<file path="src/rtl/issue_queue_param.sv">
// In-order issue queue: circular FIFO of decoded words, issued from the head
// to the ROB plus either the ldst station or a round-robin-chosen ALU station.
module issue_queue_param #(
  parameter int DEPTH  = 8,
  parameter int WORD_W = 32,
  parameter int NUM_RS = 4,
  parameter int PTR_W  = $clog2(DEPTH)
) (
  input  logic              clk,
  input  logic              reset_n,
  input  logic              flush,
  input  logic              enq_valid,
  input  logic [WORD_W-1:0] enq_word,
  input  logic              enq_is_mem,
  output logic              enq_ready,
  input  logic              rob_full,
  input  logic              ldst_q_full,
  input  logic [NUM_RS-1:0] res_empty,
  input  logic              resldst_empty,
  output logic              rob_load,
  output logic [NUM_RS-1:0] res_load,
  output logic              resldst_load,
  output logic [WORD_W-1:0] control_o,
  output logic [PTR_W:0]    count,
  output logic              empty,
  output logic [15:0]       stall_cycles
);

  localparam int RR_W = (NUM_RS > 1) ? $clog2(NUM_RS) : 1;

  logic [WORD_W-1:0] word_mem [DEPTH];
  logic [DEPTH-1:0]  mem_flag;
  logic [PTR_W-1:0]  head;
  logic [PTR_W-1:0]  tail;
  logic [PTR_W:0]    count_q;
  logic [RR_W-1:0]   rr_ptr;
  logic [15:0]       stall_q;

  logic              head_is_mem;
  logic              can_alu;
  logic              sel_found;
  logic [RR_W-1:0]   sel_idx;
  logic [RR_W-1:0]   rr_next;
  logic              do_enq;
  logic              do_issue;

  assign empty        = (count_q == '0);
  assign enq_ready    = (count_q != (PTR_W+1)'(DEPTH));
  assign count        = count_q;
  assign control_o    = word_mem[head];
  assign head_is_mem  = mem_flag[head];
  assign can_alu      = |res_empty;
  assign stall_cycles = stall_q;

  assign do_enq   = enq_valid && enq_ready && !flush;
  assign do_issue = !empty && !flush && !rob_full &&
                    (head_is_mem ? (resldst_empty && !ldst_q_full) : can_alu);

  // Scan free ALU stations starting at rr_ptr, wrapping at NUM_RS.
  always_comb begin
    int idx;
    logic [RR_W-1:0] cand;
    sel_found = 1'b0;
    sel_idx   = '0;
    idx       = 0;
    cand      = '0;
    for (int k = 0; k < NUM_RS; k++) begin
      idx  = (int'(rr_ptr) + k) % NUM_RS;
      cand = RR_W'(idx);
      if (!sel_found && res_empty[cand]) begin
        sel_found = 1'b1;
        sel_idx   = cand;
      end
    end
    rr_next = RR_W'((int'(sel_idx) + 1) % NUM_RS);
  end

  always_comb begin
    rob_load     = do_issue;
    resldst_load = do_issue && head_is_mem;
    res_load     = '0;
    if (do_issue && !head_is_mem)
      res_load[sel_idx] = 1'b1;
  end

  always_ff @(posedge clk or negedge reset_n) begin
    if (!reset_n) begin
      head     <= '0;
      tail     <= '0;
      count_q  <= '0;
      rr_ptr   <= '0;
      stall_q  <= '0;
      mem_flag <= '0;
      for (int i = 0; i < DEPTH; i++)
        word_mem[i] <= '0;
    end else if (flush) begin
      // Mispredict: drop everything queued; stale entries are simply unreachable.
      head    <= '0;
      tail    <= '0;
      count_q <= '0;
      rr_ptr  <= '0;
    end else begin
      if (do_enq) begin
        word_mem[tail] <= enq_word;
        mem_flag[tail] <= enq_is_mem;
        tail           <= tail + PTR_W'(1);
      end
      if (do_issue) begin
        head <= head + PTR_W'(1);
        if (!head_is_mem)
          rr_ptr <= rr_next;
      end
      if (do_enq && !do_issue)
        count_q <= count_q + (PTR_W+1)'(1);
      else if (!do_enq && do_issue)
        count_q <= count_q - (PTR_W+1)'(1);
      if (!empty && !do_issue && (stall_q != 16'hFFFF))
        stall_q <= stall_q + 16'd1;
    end
  end

endmodule

</file>
<file path="config.mk">
export PLATFORM = sky130hd
export DESIGN_NAME = issue_queue_param
export DESIGN_NICKNAME = d
export VERILOG_FILES = /design/src/rtl/issue_queue_param.sv
export SDC_FILE = /design/constraint.sdc
export NUM_CORES = 1
export LEC_CHECK = 0
export ABC_CLOCK_PERIOD_IN_PS = 5500
export CORE_UTILIZATION = 63
export DETAILED_ROUTE_END_ITERATION = 8
export PLACE_DENSITY = 0.86
export SLEW_MARGIN = 20
export SYNTH_ARGS = -nofsm -noshare
export SYNTH_HDL_FRONTEND = slang
export SYNTH_SLANG_ARGS = --single-unit
</file>
<file path="constraint.sdc">
create_clock -name clk -period 5.5 [get_ports clk]
set_input_delay 1.1 -clock clk [delete_from_list [all_inputs] [get_ports clk]]
set_output_delay 1.1 -clock clk [all_outputs]
set_load 0.005 [all_outputs]
</file>
# == Word level (Yosys, flattened, before mapping) ==
# Cells that the tools add are included.
# word_totals
ff_bits,292
out_inout_bits,60
# op_classes
addsub,9
reduce_logical,36
order_cmp,12
bitwise_logic,3
mux,40
n_eq_ne,3
# ops
op,n
bitwise mux 256 bit,1
binary-select mux 32 bit (select 3 bit),1
demux 32 bit (select 3 bit),1
2-to-1 mux 32 bit,3
logical AND 1 bit,18
"adder 16 x 1 -> 16 bit, second input constant",1
2-to-1 mux 4 bit,4
"!= test 16 bit, second input constant",1
"< comparator 2 x 3 -> 1 bit, second input constant",5
2-to-1 mux 2 bit,7
2-to-1 mux 3 bit,4
2-to-1 mux 1 bit,11
logical NOT 1 bit,10
binary-select mux 1 bit (select 2 bit),4
bitwise mux 8 bit,1
"greater-or-equal comparator 4 bit, second input constant",2
"< comparator 3 x 4 -> 1 bit, second input constant",2
NOT 3 -> 4 bit,2
"adder 3 x 1 -> 3 bit, second input constant",2
AND reduction 2 bit,3
"adder 2 x 1 -> 2 bit, second input constant",2
"adder 2 bit, second input constant",2
"adder 4 x 1 -> 4 bit, second input constant",1
logical NOT 4 bit,1
other kinds (13),14

# == Logic depth before layout (Yosys ltp) ==
# logic_depth
ltp_word,17
depth_mapped,13

# == Least setup slack after synthesis ==
# OpenSTA, ideal clock, no wires.
# synth_timing
path_type,input-to-reg
from,input res_empty[0]
to,"register count_q[3], in the netlist count[3]"
path_stages,11
path_buffers,0
arrival_ps,3354
setup_slack_ps,2021
cell_sequence,nor2_1 a2111oi_0 a21boi_2 nor2_1 nand2_1 ha_1 a21o_1 a21oi_1 nor3_1 a2bb2oi_1 mux2_2
# synth_via
elab_chain_len,7
# synth_lines
item,line_no,source
from (decl),18,"input logic [NUM_RS-1:0] res_empty,"
OR reduction 4 bit *,52,assign can_alu = |res_empty;
2-to-1 mux 1 bit *,57,(head_is_mem ? (resldst_empty && !ldst_q_full) : can_alu);
logical AND 1 bit *,56,assign do_issue = !empty && !flush && !rob_full &&
logical NOT 1 bit,113,if (do_enq && !do_issue)
logical AND 1 bit,113,
2-to-1 mux 4 bit,113,
2-to-1 mux 4 bit,96,end else if (flush) begin
to (signal assigned),114,count_q <= count_q + (PTR_W+1)'(1);
to (signal assigned),116,count_q <= count_q - (PTR_W+1)'(1);
to (decl),35,logic [PTR_W:0] count_q;
# Every way passes the cells marked *; elsewhere a longest branch is shown, timed or not.
# A chain may end at the register's enable or synchronous reset.

# == Worst setup path in the final report ==
# layout_timing
from,input res_empty[1]
to,output rob_load
# layout_via
elab_chain_len,3
# layout_lines
item,line_no,source
OR reduction 4 bit,52,
2-to-1 mux 1 bit,57,
logical AND 1 bit,56,
to (decl),20,"output logic rob_load,"
# No other way between the ends.

==> impl_summary.txt <==
----------------------------------------------------
[Run status]
  Status ... completed

[Drt]
  Drt via density ... slightly above 6
  Post-DR wirelength/cell ... 21.60 um
  Iteration-0 DRC Markers ... 348
  Iteration count of the initial detailed-routing pass ... 4
  Number of vias in the routed layout ... 7715
  DRC violations left ... 0
  Final WL ... roughly 27000 um
  Remaining number of nets flagged by the antenna check after routing ... 0

[Run]
  Count of maximum capacitance violations ... 0

[Worst setup path]
  Sort of element at the start of the critical path ... input pin
  Worst flop-to-flop path startpoint ... head[2]
  Critical-path top delay cell ... sky130_fd_sc_hd__a2111oi_0
  Worst setup path end ... rob_load
  Endpoint required time on the critical path ... 4.40 ns
  Launch point of the critical path ... res_empty[1]
  Flop2flop setup slack ... 1.86 ns
  Start-to-end type of the worst setup path ... in -> out
  Endpoint type of the worst setup path ... output port
  Cell Chain, Critical Path ... clkdlybuf4s50_1 -> nor2_1 -> a2111oi_0 -> a21boi_2 -> nor2_1 -> inv_1 -> clkdlybuf4s50_1
  CP Data Arrival Time ... 3.50 ns
  Count of cells along the worst register-to-register path ... 12
  Maximum fanout along the worst path ... 10
  Worst r2r dst ... count[3]
  Largest stage delay on the critical path ... 0.51 ns

[Clock network]
  H-tree level count ... 1
  CTS clock-pin slew for the worst setup and hold paths ... 0.06 ns
  CTS tree ... built
  CTS hold repair buffers ... 0
  Post-CTS setup-driven buffer insertion count ... 0
  Number of buffers created by CTS ... 30
  Count of clock tree sinks ... 292
  Cell at the root of the clock tree ... sky130_fd_sc_hd__clkbuf_16
  Worst-case clock buffer depth ... 3
  Later-pin clock latency in the skew report ... 0.55 ns
  Post_cts resized ... 0

[STA]
  Final worst hold slack ... 0.4895 ns
  Normalized max-slew margin ... 25.56%
  Crit path setup slack, layout ... 0.8984 ns
  Finish-stage setup viols ... 0
  Share of the clock period used by the worst path after layout ... 83.67%
  Maximum clock skew at final layout ... roughly 0.014 ns
  Setup repair after global routing missed its margin ... false
  Minimum period implied by the final worst setup slack ... 4.602 ns
  Total negative setup slack ... 0 ns
  Slew Viols, Final ... 0
  Slew of the pin with the lowest slew margin ... 1.113 ns
  Total count of hold-check failures in the final report ... 0
  Maximum frequency from static timing analysis ... 217.3 MHz

[Yosys]
  FFs w/ async S/R, synth ... 100.0%
  Yosys cell types ... 44
  EDFF count, synth ... 0
  Cell area after technology mapping ... 13430 um^2
  Most used flip-flop cell after synthesis ... sky130_fd_sc_hd__dfrtp_1
  Fraction of the yosys area taken by sequential cells ... 54.43%
  Seq cells post-synth ... 292
  Mean instance size in the synthesized netlist ... roughly 16 um^2
  Total number of yosys warnings ... 0
  Post-synthesis net count ... 914
  Instance count of the mapped netlist ... between 800 and 900

[Global route]
  Number of global-route vias before repair ... ~8400
  Initial antenna violation count ... 0
  Maximum number of pins on one net before global-route repair ... 129
  Overflow left after global routing ... 0
  Total global-route track usage ... approximately a quarter
  Global-route wire length before repair ... around 45000 um

[Floorplan]
  Starting density of the core ... 64.07%
  Row Count ... 53
  Full die area ... 21900 um^2
  Io pins ... 104
  Horizontal die dimension ... roughly 150 um
  Std-Cell Core Area ... 20960 um^2
  Die boundary height ... approximately 150 um

[Placement]
  Post-DP HPWL ... approximately 16000 um
  PortBufs ... 103
  Placer congestion estimate ... 0.7694
  Placement-stage worst setup slack ... just over 0.9 ns
  Total placed instance area ... 14790 um^2

[Finish]
  ANT cells ... 0
  Syn-to-layout area delta ... 17.62%
  Nets ... about 1000
  Layout cells sized above 1 ... roughly 46%
  Final instance area ... 15790 um^2
  Core occupancy in the finished layout ... 75.36%

[Power and ir drop]
  Power per cell area ... 441.8 nW/um^2
  Net switching power ... 0.001812 W
  Portion of total power attributed to sequential cells ... a little over two fifths
  Switching part of the total ... 25.97%
  Fraction of power consumed by the clock network ... between 20 and 30%
  Logic gate share of total power ... 27.4%
  Power Internal ... 0.005165 W
  Worst supply voltage drop on vdd ... roughly 0.30 mV
  Leak pwr ... 7.095 nW

[Hold path]
  Worst min-delay path category ... reg -> reg

----------------------------------------------------
cell usage in the layout (no fill, tap or decap), types with 2 or more instances in the layout:
cell type,Yosys,final
sky130_fd_sc_hd__mux2_2,298,298
sky130_fd_sc_hd__dfrtp_1,292,289
sky130_fd_sc_hd__clkdlybuf4s50_1,0,102
sky130_fd_sc_hd__mux4_2,64,64
sky130_fd_sc_hd__clkbuf_16,0,31
sky130_fd_sc_hd__nor2_1,22,21
sky130_fd_sc_hd__nand2_1,17,16
sky130_fd_sc_hd__xnor2_1,15,15
sky130_fd_sc_hd__buf_4,0,15
sky130_fd_sc_hd__ha_1,9,9
sky130_fd_sc_hd__inv_1,7,7
sky130_fd_sc_hd__nand3_1,8,7
sky130_fd_sc_hd__nand4_1,7,7
sky130_fd_sc_hd__clkbuf_8,0,7
sky130_fd_sc_hd__mux2i_1,6,6
sky130_fd_sc_hd__and2_1,6,6
sky130_fd_sc_hd__clkbuf_1,19,6
sky130_fd_sc_hd__a21oi_1,5,5
sky130_fd_sc_hd__o21ai_0,5,5
sky130_fd_sc_hd__xor2_1,5,5
sky130_fd_sc_hd__clkinv_2,0,5
sky130_fd_sc_hd__nor2b_1,4,4
sky130_fd_sc_hd__and3_1,4,4
sky130_fd_sc_hd__buf_12,0,4
sky130_fd_sc_hd__nand2b_1,3,3
sky130_fd_sc_hd__and4_1,3,3
sky130_fd_sc_hd__mux2_4,2,2
sky130_fd_sc_hd__a2bb2oi_1,2,2
sky130_fd_sc_hd__nor3_1,2,2
sky130_fd_sc_hd__nand3b_1,2,2
sky130_fd_sc_hd__nor3b_4,0,2
sky130_fd_sc_hd__bufinv_16,0,2
sky130_fd_sc_hd__dfrtp_2,0,2
per-layer routing:
metal,track usage (%),wire length [um]
met5,0,0
met4,7.062,607
met3,3.765,941
met2,43.83,13480
met1,37.37,12110
critical path: cells and delay by family:
family | cells | cell delay, ns
buffers and inverters | 3 | 1.09
and+or+nand+nor | 2 | 0.29
AOI/OAI and AO/OA | 2 | 1.00
worst min-delay path by stage:
stage	end	slack, ns	depth (start not counted)	start
floorplan	word_mem[162]	0.47	1	word_mem[162]
global placement	stall_cycles[9]	0.48	1	stall_cycles[9]
detailed placement	stall_cycles[14]	0.48	1	stall_cycles[14]
CTS	stall_cycles[9]	0.50	1	stall_cycles[9]
global route	word_mem[166]	0.50	1	word_mem[166]
finish	stall_cycles[9]	0.49	1	stall_cycles[9]
cell families after synthesis:
family                   after synthesis  share of synthesized area (%)
AND/OR/NAND/NOR                       89                          3.830
AO/OA/AOI/OAI                         19                         0.9693
buffers and inverters                 60                          2.078
flip-flops                           292                          54.43
XOR/XNOR                              20                          1.305
adder cells (fa/ha/maj)               10                         0.9879
multiplexers                         370                          36.40
state kept, by name, summed over array words and instances (netlist names):
name          count
head              3
word_mem        256
rr_ptr            2
count             4
tail              3
mem_flag          8
stall_cycles     16
cells in the mapped netlist, types with 3 or more instances:
library cell	n	area, um^2
sky130_fd_sc_hd__nand2b_1	3	18.77
sky130_fd_sc_hd__clkbuf_1	19	71.32
sky130_fd_sc_hd__buf_2	31	155.2
sky130_fd_sc_hd__and4_1	3	26.28
sky130_fd_sc_hd__mux2i_1	6	60.06
sky130_fd_sc_hd__nor2b_1	4	25.02
sky130_fd_sc_hd__mux2_2	298	3356
sky130_fd_sc_hd__nand2_1	17	63.81
sky130_fd_sc_hd__o21ai_0	5	25.02
sky130_fd_sc_hd__a21oi_1	5	25.02
sky130_fd_sc_hd__mux4_2	64	1441
sky130_fd_sc_hd__nor2_1	22	82.58
sky130_fd_sc_hd__nand3_1	8	40.04
sky130_fd_sc_hd__inv_1	7	26.28
sky130_fd_sc_hd__and2_1	6	37.54
sky130_fd_sc_hd__nand4_1	7	43.79
sky130_fd_sc_hd__dfrtp_1	292	7307
sky130_fd_sc_hd__xnor2_1	15	131.4
sky130_fd_sc_hd__and3_1	4	25.02
sky130_fd_sc_hd__xor2_1	5	43.79
sky130_fd_sc_hd__ha_1	9	112.6
power groups by stage:
stage | Sequential (W) | Combinational [W] | Clock (W)
6_report | 0.00303 | 0.00191 | 0.00203
5_1_grt | 0.00310 | 0.00207 | 0.00215
4_1_cts | 0.00303 | 0.00194 | 0.00206
3_5_place_dp | 0.00306 | 0.00192 | 0
3_3_place_gp | 0.00302 | 0.00186 | 0
2_1_floorplan | 0.00291 | 0.00127 | 0
layout make-up:
type / instances / area [um^2]
inverters: 7 / 26.28
clock buffers: 44 / 894.6
flip-flops and latches: 292 / 7313
fillers: 1293 / 5164
well taps: 275 / 344.1
repair buffers: 122 / 1229
multi-input cells: 508 / 5876
clock inverters: 9 / 108.9
per-stage QoR:
step	power (W)	std cells
3_3_place_gp	0.004882	1204
3_5_place_dp	0.004972	1204
4_1_cts	0.007033	1257
2_1_floorplan	0.004185	860
6_report	0.006977	1257
5_1_grt	0.007318	1257
Note: power is estimated with default switching activity, not from simulation.
